`src/rtl/branch_pkg.sv`:
```
// Shared definitions for the EX-stage branch redirect block: FSM encoding,
// comparator opcodes and RV32 control-flow opcodes.
package branch_pkg;

  typedef enum logic [1:0] {
    ST_IDLE     = 2'd0,
    ST_REDIRECT = 2'd1,
    ST_FLUSH    = 2'd2
  } br_state_e;

  localparam logic [2:0] CMP_EQ          = 3'd0;
  localparam logic [2:0] CMP_NEQ         = 3'd1;
  localparam logic [2:0] CMP_UNSIGNED_LT = 3'd2;
  localparam logic [2:0] CMP_SIGNED_LT   = 3'd3;
  localparam logic [2:0] CMP_UNSIGNED_GE = 3'd4;
  localparam logic [2:0] CMP_SIGNED_GE   = 3'd5;

  localparam logic [6:0] OPC_JAL    = 7'b1101111;
  localparam logic [6:0] OPC_JALR   = 7'b1100111;
  localparam logic [6:0] OPC_BRANCH = 7'b1100011;

endpackage

```
`src/rtl/branch_redirect_target_gen.sv`:
```
// Combinational redirect target: JALR uses rs1 base with bit 0 cleared,
// everything else is PC-relative; flags word-misaligned targets.
module target_gen (
  input  logic        is_jalr_i,
  input  logic [31:0] pc_i,
  input  logic [31:0] imm_i,
  input  logic [31:0] rs1_i,
  output logic [31:0] target_o,
  output logic        misalign_o
);

  logic [31:0] base;
  logic [31:0] sum;

  always_comb begin
    base       = is_jalr_i ? rs1_i : pc_i;
    sum        = base + imm_i;
    target_o   = is_jalr_i ? {sum[31:1], 1'b0} : sum;
    misalign_o = |target_o[1:0];
  end

endmodule

```
`src/rtl/branch_redirect.sv`:
```
// EX-stage redirect controller: IDLE -> REDIRECT (hold until IF accepts) ->
// FLUSH bubbles. Define BRANCH_STAT_EN to add branch/taken statistics counters.
module branch_redirect
  import branch_pkg::*;
#(
  parameter int FLUSH_CYCLES = 2,
  parameter int CNT_WIDTH    = 32
) (
  input  logic                 clk_i,
  input  logic                 rst_i,
  input  logic                 valid_i,
  input  logic                 is_branch_i,
  input  logic                 is_jal_i,
  input  logic                 is_jalr_i,
  input  logic                 branch_i,
  input  logic [31:0]          pc_i,
  input  logic [31:0]          imm_i,
  input  logic [31:0]          rs1_i,
  input  logic                 fetch_ready_i,
  output logic                 redirect_valid_o,
  output logic [31:0]          redirect_pc_o,
  output logic                 flush_o,
  output logic                 stall_o,
  output logic [31:0]          link_o,
`ifdef BRANCH_STAT_EN
  output logic [CNT_WIDTH-1:0] branch_cnt_o,
  output logic [CNT_WIDTH-1:0] taken_cnt_o,
`endif
  output logic                 misalign_o
);

  br_state_e   state_q, state_d;
  logic [3:0]  cnt_q, cnt_d;
  logic [31:0] redirect_pc_q, redirect_pc_d;
  logic        redirect_valid_q, redirect_valid_d;
  logic        flush_q, flush_d;
  logic        misalign_q, misalign_d;
  logic [31:0] target;
  logic        tgt_misalign;
  logic        taken;

  target_gen u_target_gen (
    .is_jalr_i  (is_jalr_i),
    .pc_i       (pc_i),
    .imm_i      (imm_i),
    .rs1_i      (rs1_i),
    .target_o   (target),
    .misalign_o (tgt_misalign)
  );

  assign taken  = valid_i & ((is_branch_i & branch_i) | is_jal_i | is_jalr_i);
  assign link_o = pc_i + 32'd4;

  always_comb begin
    state_d       = state_q;
    cnt_d         = cnt_q;
    redirect_pc_d = redirect_pc_q;
    misalign_d    = 1'b0;
    case (state_q)
      ST_IDLE: begin
        if (taken && tgt_misalign) begin
          misalign_d = 1'b1;
        end else if (taken) begin
          redirect_pc_d = target;
          state_d       = ST_REDIRECT;
        end
      end
      ST_REDIRECT: begin
        if (fetch_ready_i) begin
          if (FLUSH_CYCLES == 1) begin
            state_d = ST_IDLE;
          end else begin
            state_d = ST_FLUSH;
            cnt_d   = 4'(FLUSH_CYCLES - 1);
          end
        end
      end
      ST_FLUSH: begin
        cnt_d = cnt_q - 4'd1;
        if (cnt_q == 4'd1) state_d = ST_IDLE;
      end
      default: begin
        state_d = ST_IDLE;
        cnt_d   = 4'd0;
      end
    endcase
    // Outputs are registered, so they are decoded from the next state.
    redirect_valid_d = (state_d == ST_REDIRECT);
    flush_d          = (state_d == ST_REDIRECT) || (state_d == ST_FLUSH);
  end

  always_ff @(posedge clk_i or posedge rst_i) begin
    if (rst_i) begin
      state_q          <= ST_IDLE;
      cnt_q            <= 4'd0;
      redirect_pc_q    <= 32'd0;
      redirect_valid_q <= 1'b0;
      flush_q          <= 1'b0;
      misalign_q       <= 1'b0;
    end else begin
      state_q          <= state_d;
      cnt_q            <= cnt_d;
      redirect_pc_q    <= redirect_pc_d;
      redirect_valid_q <= redirect_valid_d;
      flush_q          <= flush_d;
      misalign_q       <= misalign_d;
    end
  end

  assign redirect_valid_o = redirect_valid_q;
  assign redirect_pc_o    = redirect_pc_q;
  assign flush_o          = flush_q;
  assign misalign_o       = misalign_q;
  assign stall_o          = (state_q == ST_REDIRECT) & ~fetch_ready_i;

`ifdef BRANCH_STAT_EN
  logic [CNT_WIDTH-1:0] branch_cnt_q, branch_cnt_d;
  logic [CNT_WIDTH-1:0] taken_cnt_q, taken_cnt_d;

  always_comb begin
    branch_cnt_d = branch_cnt_q;
    taken_cnt_d  = taken_cnt_q;
    if (state_q == ST_IDLE && valid_i && is_branch_i) begin
      branch_cnt_d = branch_cnt_q + 1'b1;
      if (branch_i) taken_cnt_d = taken_cnt_q + 1'b1;
    end
  end

  always_ff @(posedge clk_i or posedge rst_i) begin
    if (rst_i) begin
      branch_cnt_q <= '0;
      taken_cnt_q  <= '0;
    end else begin
      branch_cnt_q <= branch_cnt_d;
      taken_cnt_q  <= taken_cnt_d;
    end
  end

  assign branch_cnt_o = branch_cnt_q;
  assign taken_cnt_o  = taken_cnt_q;
`endif

endmodule
```
`config.mk`:
```
export PLATFORM = sky130hd
export DESIGN_NAME = branch_redirect
export DESIGN_NICKNAME = d
export VERILOG_FILES = /design/src/rtl/branch_pkg.sv /design/src/rtl/branch_redirect_target_gen.sv /design/src/rtl/branch_redirect.sv
export SDC_FILE = /design/constraint.sdc
export NUM_CORES = 1
export LEC_CHECK = 0
export ABC_CLOCK_PERIOD_IN_PS = 2600
export CAP_MARGIN = 20
export CORE_UTILIZATION = 45
export CTS_BUF_LIST = sky130_fd_sc_hd__clkbuf_2
export CTS_CLUSTER_DIAMETER = 30
export CTS_CLUSTER_SIZE = 14
export DETAILED_ROUTE_END_ITERATION = 16
export GPL_TIMING_DRIVEN = 0
export PLACE_DENSITY = 0.83
export RECOVER_POWER = 25
export SKIP_CTS_REPAIR_TIMING = 1
export SLEW_MARGIN = 20
export SYNTH_ARGS = -nofsm -noshare
export SYNTH_HDL_FRONTEND = slang
export SYNTH_SLANG_ARGS = --single-unit
```
`constraint.sdc`:
```
create_clock -name clk_i -period 2.6 [get_ports clk_i]
set_input_delay 0.52 -clock clk_i [delete_from_list [all_inputs] [get_ports clk_i]]
set_output_delay 0.52 -clock clk_i [all_outputs]
set_load 0.01 [all_outputs]
```
==> results of run 1 <==
## where the power goes
group	switching (mW)	leakage (nW)	internal (mW)	total [mW]
Clock	0.215	0.0304	0.0636	0.278
Sequential	0.182	0.521	0.914	1.10
Combinational	1.12	2.63	1.24	2.36
Total	1.52	3.18	2.22	3.74
## synth_stat cells (4+ instances only)
cell type,count
nor3_1,6
nand3_1,25
o21ai_1,6
and3_1,13
o211ai_1,4
a21o_1,15
xnor2_1,36
o21ai_0,37
inv_1,18
xor2_1,16
nand2_1,64
clkbuf_1,17
mux2_2,31
a31oi_1,6
nor2_1,22
dfrtp_1,41
o31ai_1,4
a21oi_1,40
and2_1,4
nand4_1,9
ha_1,39
## how the worst max path moves through the flow
stage | start | end | cells past startpoint
floorplan | is_jalr_i | redirect_pc_o[31] | 13
global placement | pc_i[7] | link_o[31] | 9
detailed placement | pc_i[3] | link_o[28] | 10
CTS | pc_i[3] | link_o[28] | 10
global route | is_jalr_i | redirect_pc_o[24] | 12
finish | is_jalr_i | redirect_pc_o[24] | 12
## routing by layer
| layer | up-vias | global-route usage | routed length, um |
|---|---|---|---|
| li1 | 2235 | - | - |
| met1 | 2191 | 0.3461 | 5881 |
| met2 | 194 | 0.4368 | 6923 |
| met3 | 14 | 0.03830 | 880 |
| met4 | 0 | 0.04478 | 133 |
| met5 | - | 0 | 0 |
## kinds of logic (layout without fill, tap and decap cells)
kind of cell	count (synthesis)	in the layout
buffers and inverters	43	246
AND/OR/NAND/NOR	161	161
flip-flops	41	41
adder cells (fa/ha/maj)	40	40
multiplexers	34	34
AO/OA/AOI/OAI	138	138
XOR/XNOR	52	52
## worst max-delay path, delay by kind of cell
kind                       cells  cell delay, ps
adders and majority gates      2             560
buffers and inverters          1             150
AOI/OAI and AO/OA              7            1420
muxes                          1             310
xor gates and xnor gates       1             170
## final cells by class
| type | instances | area share |
|---|---|---|
| Buffer | 20 | 0.02438 |
| Timing Repair Buffer | 200 | 0.2880 |
| Clock inverter | 3 | 0.002547 |
| Inverter | 18 | 0.009824 |
| Multi-Input combinational cell | 425 | 0.5028 |
| Sequential cell | 41 | 0.1492 |
| Tap cell | 108 | 0.01965 |
| Clock buffer | 5 | 0.003638 |
## placed cells by master (no fill, tap or decap), types with 9 or more instances in the layout
cell type        synthesis  routed
buf_6                    2      10
buf_4                    3      29
ha_4                     0      12
nand3_1                 25      20
xor2_1                  16      15
xnor2_1                 36      34
a21oi_2                  2       9
ha_1                    39      26
a21oi_1                 40      29
inv_1                   18      18
clkdlybuf4s50_1          0     125
nand2_1                 64      63
o21ai_0                 37      28
nor2_1                  22      18
nand4_1                  9       9
mux2_2                  31      23
o21ai_1                  6      13
dlymetal6s2s_1           0      30
clkbuf_2                 0      12
dfrtp_1                 41      41
a21o_1                  15      15
## registers in the layout, summed over array words and instances (netlist names)
signal / cells
redirect_valid_o: 1
misalign_o: 1
flush_o: 1
redirect_pc_o: 32
state_q: 2
cnt_q: 4
## metrics by stage
stage | setup slack (ps) | util | cells | power, mW | hold slack (ps)
detailed placement | -1155 | 0.7050 | 788 | 3.301 | 469.4
CTS | -1167 | 0.7098 | 796 | 3.578 | 308.0
floorplan | -462.1 | - | 509 | 2.272 | 451.2
finish | -225.5 | 0.7736 | 820 | 3.739 | 453.0
global route | -251.8 | 0.7736 | 820 | 4.000 | 467.7
global placement | -1036 | 0.7028 | 787 | 3.222 | 463.2
==> impl_metrics.env, run 1 <==
export IMPL_synthXorXnorAreaFrac=0.1081
export IMPL_cts_sinks=41
export IMPL_cap_violations=0
export IMPL_syn_cell_area_um2=4214
export IMPL_fin_crit_sh=1.087
export IMPL_n_antenna_cell=0
export IMPL_vias=4634
export IMPL_synth_distinct_cells=54
export IMPL_synth_compound_gate_area_share=0.2061
export IMPL_avgSynthCellArea_um2=8.279
export IMPL_ant_nets=0
export IMPL_ios=172
export IMPL_clk_latency_ps=410
export IMPL_finalHoldViolCount=0
export IMPL_slew_headroom=0.4485
export IMPL_synth_nets=653
export IMPL_drt_pre_antenna_iters=5
export IMPL_path_class="primary input to flip-flop"
export IMPL_max_slew_worst_pin_slew_ps=827.3
export IMPL_cp_arrival_ps=3120
export IMPL_antenna_found_initial=0
export IMPL_cp_end_kind="flip-flop"
export IMPL_grt_max_degree=36
export IMPL_cpPeakStageDelay_ps=390
export IMPL_row_count=34
export IMPL_synth_mux_area_frac=0.08996
export IMPL_fin_crit_ps=2826
export IMPL_rsz0062_at_grt="true"
export IMPL_violations="negative setup slack"
export IMPL_cts_tree="yes"
export IMPL_grt_pass1_wl_mm=20.11
export IMPL_status="complete, but fails checks"
export IMPL_synth_flop_cell="dfrtp_1"
export IMPL_place_gp_congestion=0.9109
export IMPL_seq_area_um2=1026
export IMPL_grt_overflow=0
export IMPL_synth_async_reset_ratio=1.000
export IMPL_finalSetupViolCount=10
export IMPL_core_area_um2=8891
export IMPL_reg2reg_to="flush_o"
export IMPL_cts_buffers=5
export IMPL_nFillCells=575
export IMPL_yosys_warnings=0
export IMPL_cp_slowest_cell="fa_2"
export IMPL_yosys_register_bits=41
export IMPL_r2r_slack_ps=460
export IMPL_tns_ps=-1380
export IMPL_die_area_um2=9756
export IMPL_fin_skew_ps=19.48
export IMPL_drtIter0Drc=224
export IMPL_rr_worst_depth=9
export IMPL_chipHeight_um=98.77
export IMPL_synth_top_family_by_area="compound AO/OA/AOI/OAI gates"
export IMPL_synthTopCellsByArea="dfrtp_1 (24%), ha_1 (12%), mux2_2 (8.3%)"
export IMPL_die_w_um=98.77
export IMPL_finalMaxSlewViolations=0
export IMPL_synthSimpleGateAreaFrac=0.1874
export IMPL_drt_vias_per_instance=5.651
export IMPL_drive_gt1_frac=0.2303
export IMPL_synth_edf_count=0
export IMPL_fin_ws_ps=-225.5
export IMPL_final_area_um2=6878
export IMPL_drc_errors=0
export IMPL_crit_fanout=5
export IMPL_required_ps=2900
export IMPL_synth_adder_area_share=0.1205
export IMPL_clk_path_buf_depth=2
export IMPL_htreeDepth=2
export IMPL_netlist_instances=509
export IMPL_clockRootBuffer="clkbuf_2"
export IMPL_crit_chain="clkbuf_16, mux2_4, ha_4, fa_2, a211oi_2, o211ai_1, a31oi_2, o21ai_4, a41o_1, a21oi_2, xnor2_1, o21ai_1"
export IMPL_min_path_type="primary input to async pin"
export IMPL_placed_area_um2=6269
export IMPL_ir_drop_mv=0.2981
export IMPL_start_kind="primary input"
export IMPL_clkSlewWorstSetupHoldPaths_ps=200
export IMPL_place_hpwl_mm=10.41
export IMPL_ys_seq_area_frac=0.2435
export IMPL_grt_pass1_vias=4297
export IMPL_nets=855
export IMPL_fmax_mhz=353.9
export IMPL_wl_mm=13.82
export IMPL_routed_wire_length_per_instance_um=16.85
export IMPL_worstReg2RegStart="state_q[1]"
export IMPL_cellLeakagePower_nw=3.181
export IMPL_synth_top_area_share=0.2435
export IMPL_grt_util_all_layers=0.2556
export IMPL_pwr_density_cell_nw_per_um2=543.6
export IMPL_io_buffers=170
export IMPL_areaGrowthSynthToFinish_pct=63.21
export IMPL_initial_core_util=0.4740
export IMPL_synth_top_cell_by_area="dfrtp_1"
export IMPL_multiInputGateArea_um2=3458
Power figures use the tool's default switching activity.
==> run 2: changes to the inputs <==
- GPL_ROUTABILITY_DRIVEN: unset -> 0
- MAX_ROUTING_LAYER: unset -> met4
- REMOVE_ABC_BUFFERS: unset -> 1
==> impl_metrics.env, run 2 (same netlist as run 1, synthesis figures left out) <==
export IMPL_status="complete, but fails checks"
export IMPL_violations="negative setup slack"
export IMPL_place_hpwl_mm=9.583
export IMPL_layout_commonest_cell="clkdlybuf4s50_1"
export IMPL_grt_pass1_wl_mm=18.80
export IMPL_ant_nets=0
export IMPL_routed_wire_length_per_instance_um=19.17
export IMPL_fin_skew_ps=15.43
export IMPL_grt_pass1_vias=4132
export IMPL_start_kind="primary input"
export IMPL_fin_util=0.7789
export IMPL_power_frac_clock=0.097
export IMPL_grt_overflow=0
export IMPL_startpoint="rs1_i[2]"
export IMPL_nFillCells=538
export IMPL_row_count=34
export IMPL_fin_crit_ps=2870
export IMPL_reg2reg_to="redirect_pc_o[29]"
export IMPL_p_int_mw=2.327
export IMPL_drt_vias_per_instance=5.920
export IMPL_worstReg2RegStart="state_q[0]"
export IMPL_min_path_cells=2
export IMPL_fin_crit_sh=1.104
export IMPL_wl_met3_mm=1.031
export IMPL_die_area_um2=9756
export IMPL_cp_arrival_ps=3200
export IMPL_worstHoldEndpoint="redirect_pc_o[9]"
export IMPL_rr_worst_depth=6
export IMPL_required_ps=2930
export IMPL_max_slew_worst_pin_slew_ps=1188
export IMPL_chipHeight_um=98.77
export IMPL_cp_end_kind="flip-flop"
export IMPL_core_area_um2=8891
export IMPL_dp_cells=765
export IMPL_fmax_mhz=348.4
export IMPL_grt_util_all_layers=0.2421
export IMPL_drt_met1_wl_mm=5.980
export IMPL_antenna_found_initial=0
export IMPL_pwr_density_cell_nw_per_um2=562.1
export IMPL_drive_gt1_frac=0.2436
export IMPL_clockRootBuffer="clkbuf_2"
export IMPL_clk_path_buf_depth=2
export IMPL_finalSetupViolCount=16
export IMPL_htreeDepth=2
export IMPL_seqPwrFrac=0.277
export IMPL_largest_reg_flops=32
export IMPL_fin_cells=810
export IMPL_fin_ws_ps=-270.5
export IMPL_switching_share=0.4021
export IMPL_die_w_um=98.77
export IMPL_slew_headroom=0.2080
export IMPL_r2r_slack_ps=600
export IMPL_wl_met2_mm=7.902
export IMPL_layout_common_cells="clkdlybuf4s50_1 (122), nand2_1 (61), dfrtp_1 (41)"
export IMPL_top_layer_used="met4"
export IMPL_drt_pre_antenna_iters=5
export IMPL_crit_fanout=4
export IMPL_cts_tree="yes"
export IMPL_grt_max_degree=43
export IMPL_rsz0062_at_grt="true"
export IMPL_min_path_type="flip-flop to flip-flop"
export IMPL_multiInputGateArea_um2=3546
export IMPL_cap_violations=0
export IMPL_cellLeakagePower_nw=3.178
export IMPL_vias=4795
export IMPL_finalMaxSlewViolations=0
export IMPL_clk_latency_ps=390
export IMPL_path_class="primary input to flip-flop"
export IMPL_cts_buffers=5
export IMPL_ir_drop_mv=0.2792
export IMPL_io_buffers=171
export IMPL_ios=172
export IMPL_initial_core_util=0.4740
export IMPL_p_sw_mw=1.565
export IMPL_n_antenna_cell=0
export IMPL_cts_sinks=41
export IMPL_nets=845
export IMPL_pwr_share_comb=0.625
export IMPL_areaGrowthSynthToFinish_pct=64.34
export IMPL_drtIter0Drc=354
export IMPL_wl_mm=15.53
export IMPL_finalHoldViolCount=0
export IMPL_clkSlewWorstSetupHoldPaths_ps=230
export IMPL_drc_errors=0
export IMPL_seq_area_um2=1026
export IMPL_hold_start="redirect_pc_o[9]"
run 2: final cells by class:
class | instances | area share
repair buffers | 209 | 0.3014
inverters | 18 | 0.009756
well taps | 108 | 0.01951
clock inverters | 2 | 0.004878
multi-input cells | 426 | 0.5120
flip-flops and latches | 41 | 0.1481
clock buffers | 6 | 0.004336
run 2: critical path, stage by stage:
cell and delay [ps]:
clkdlybuf4s50_1 460, nand2_1 50, o21ai_0 140, ha_2 410
a211oi_4 300, o211ai_1 170, a31oi_2 360, o21ai_4 130
a41o_1 270, a21oi_2 160, xnor2_1 150, o21ai_1 90
run 2: worst max path at each step:
stage / to
floorplan: redirect_pc_o[17]
global placement: redirect_pc_o[17]
detailed placement: redirect_pc_o[28]
CTS: link_o[31]
global route: redirect_pc_o[24]
finish: redirect_pc_o[24]
run 2: routing by layer:
metal	up-vias	track usage
met4	0	0.05052
met3	57	0.03404
li1	2212	-
met1	2268	0.2953
met2	258	0.4250
met5	-	-
run 2: stage by stage:
stage | hold WS (ps) | setup TNS [ps] | setup WS, ps | area, um2 | power, mW
2_1_floorplan | 451.2 | -24630 | -1087 | 4094 | 2.163
3_3_place_gp | 463.6 | -123370 | -3425 | 5941 | 3.095
3_5_place_dp | 469.3 | -55350 | -1509 | 5988 | 3.187
4_1_cts | 429.0 | -39620 | -1121 | 6052 | 3.565
5_1_grt | 529.0 | -2831 | -287.5 | 6925 | 4.131
6_report | 510.7 | -2180 | -270.5 | 6925 | 3.893
run 2: power groups by stage:
stage / clock, mW / sequential, mW / combinational, mW
final: 0.379 / 1.08 / 2.43
after global placement: 0 / 1.08 / 2.01
after CTS: 0.381 / 1.08 / 2.10
after floorplan: 0 / 1.19 / 0.977
after detailed placement: 0 / 1.10 / 2.09
after global routing: 0.417 / 1.11 / 2.60
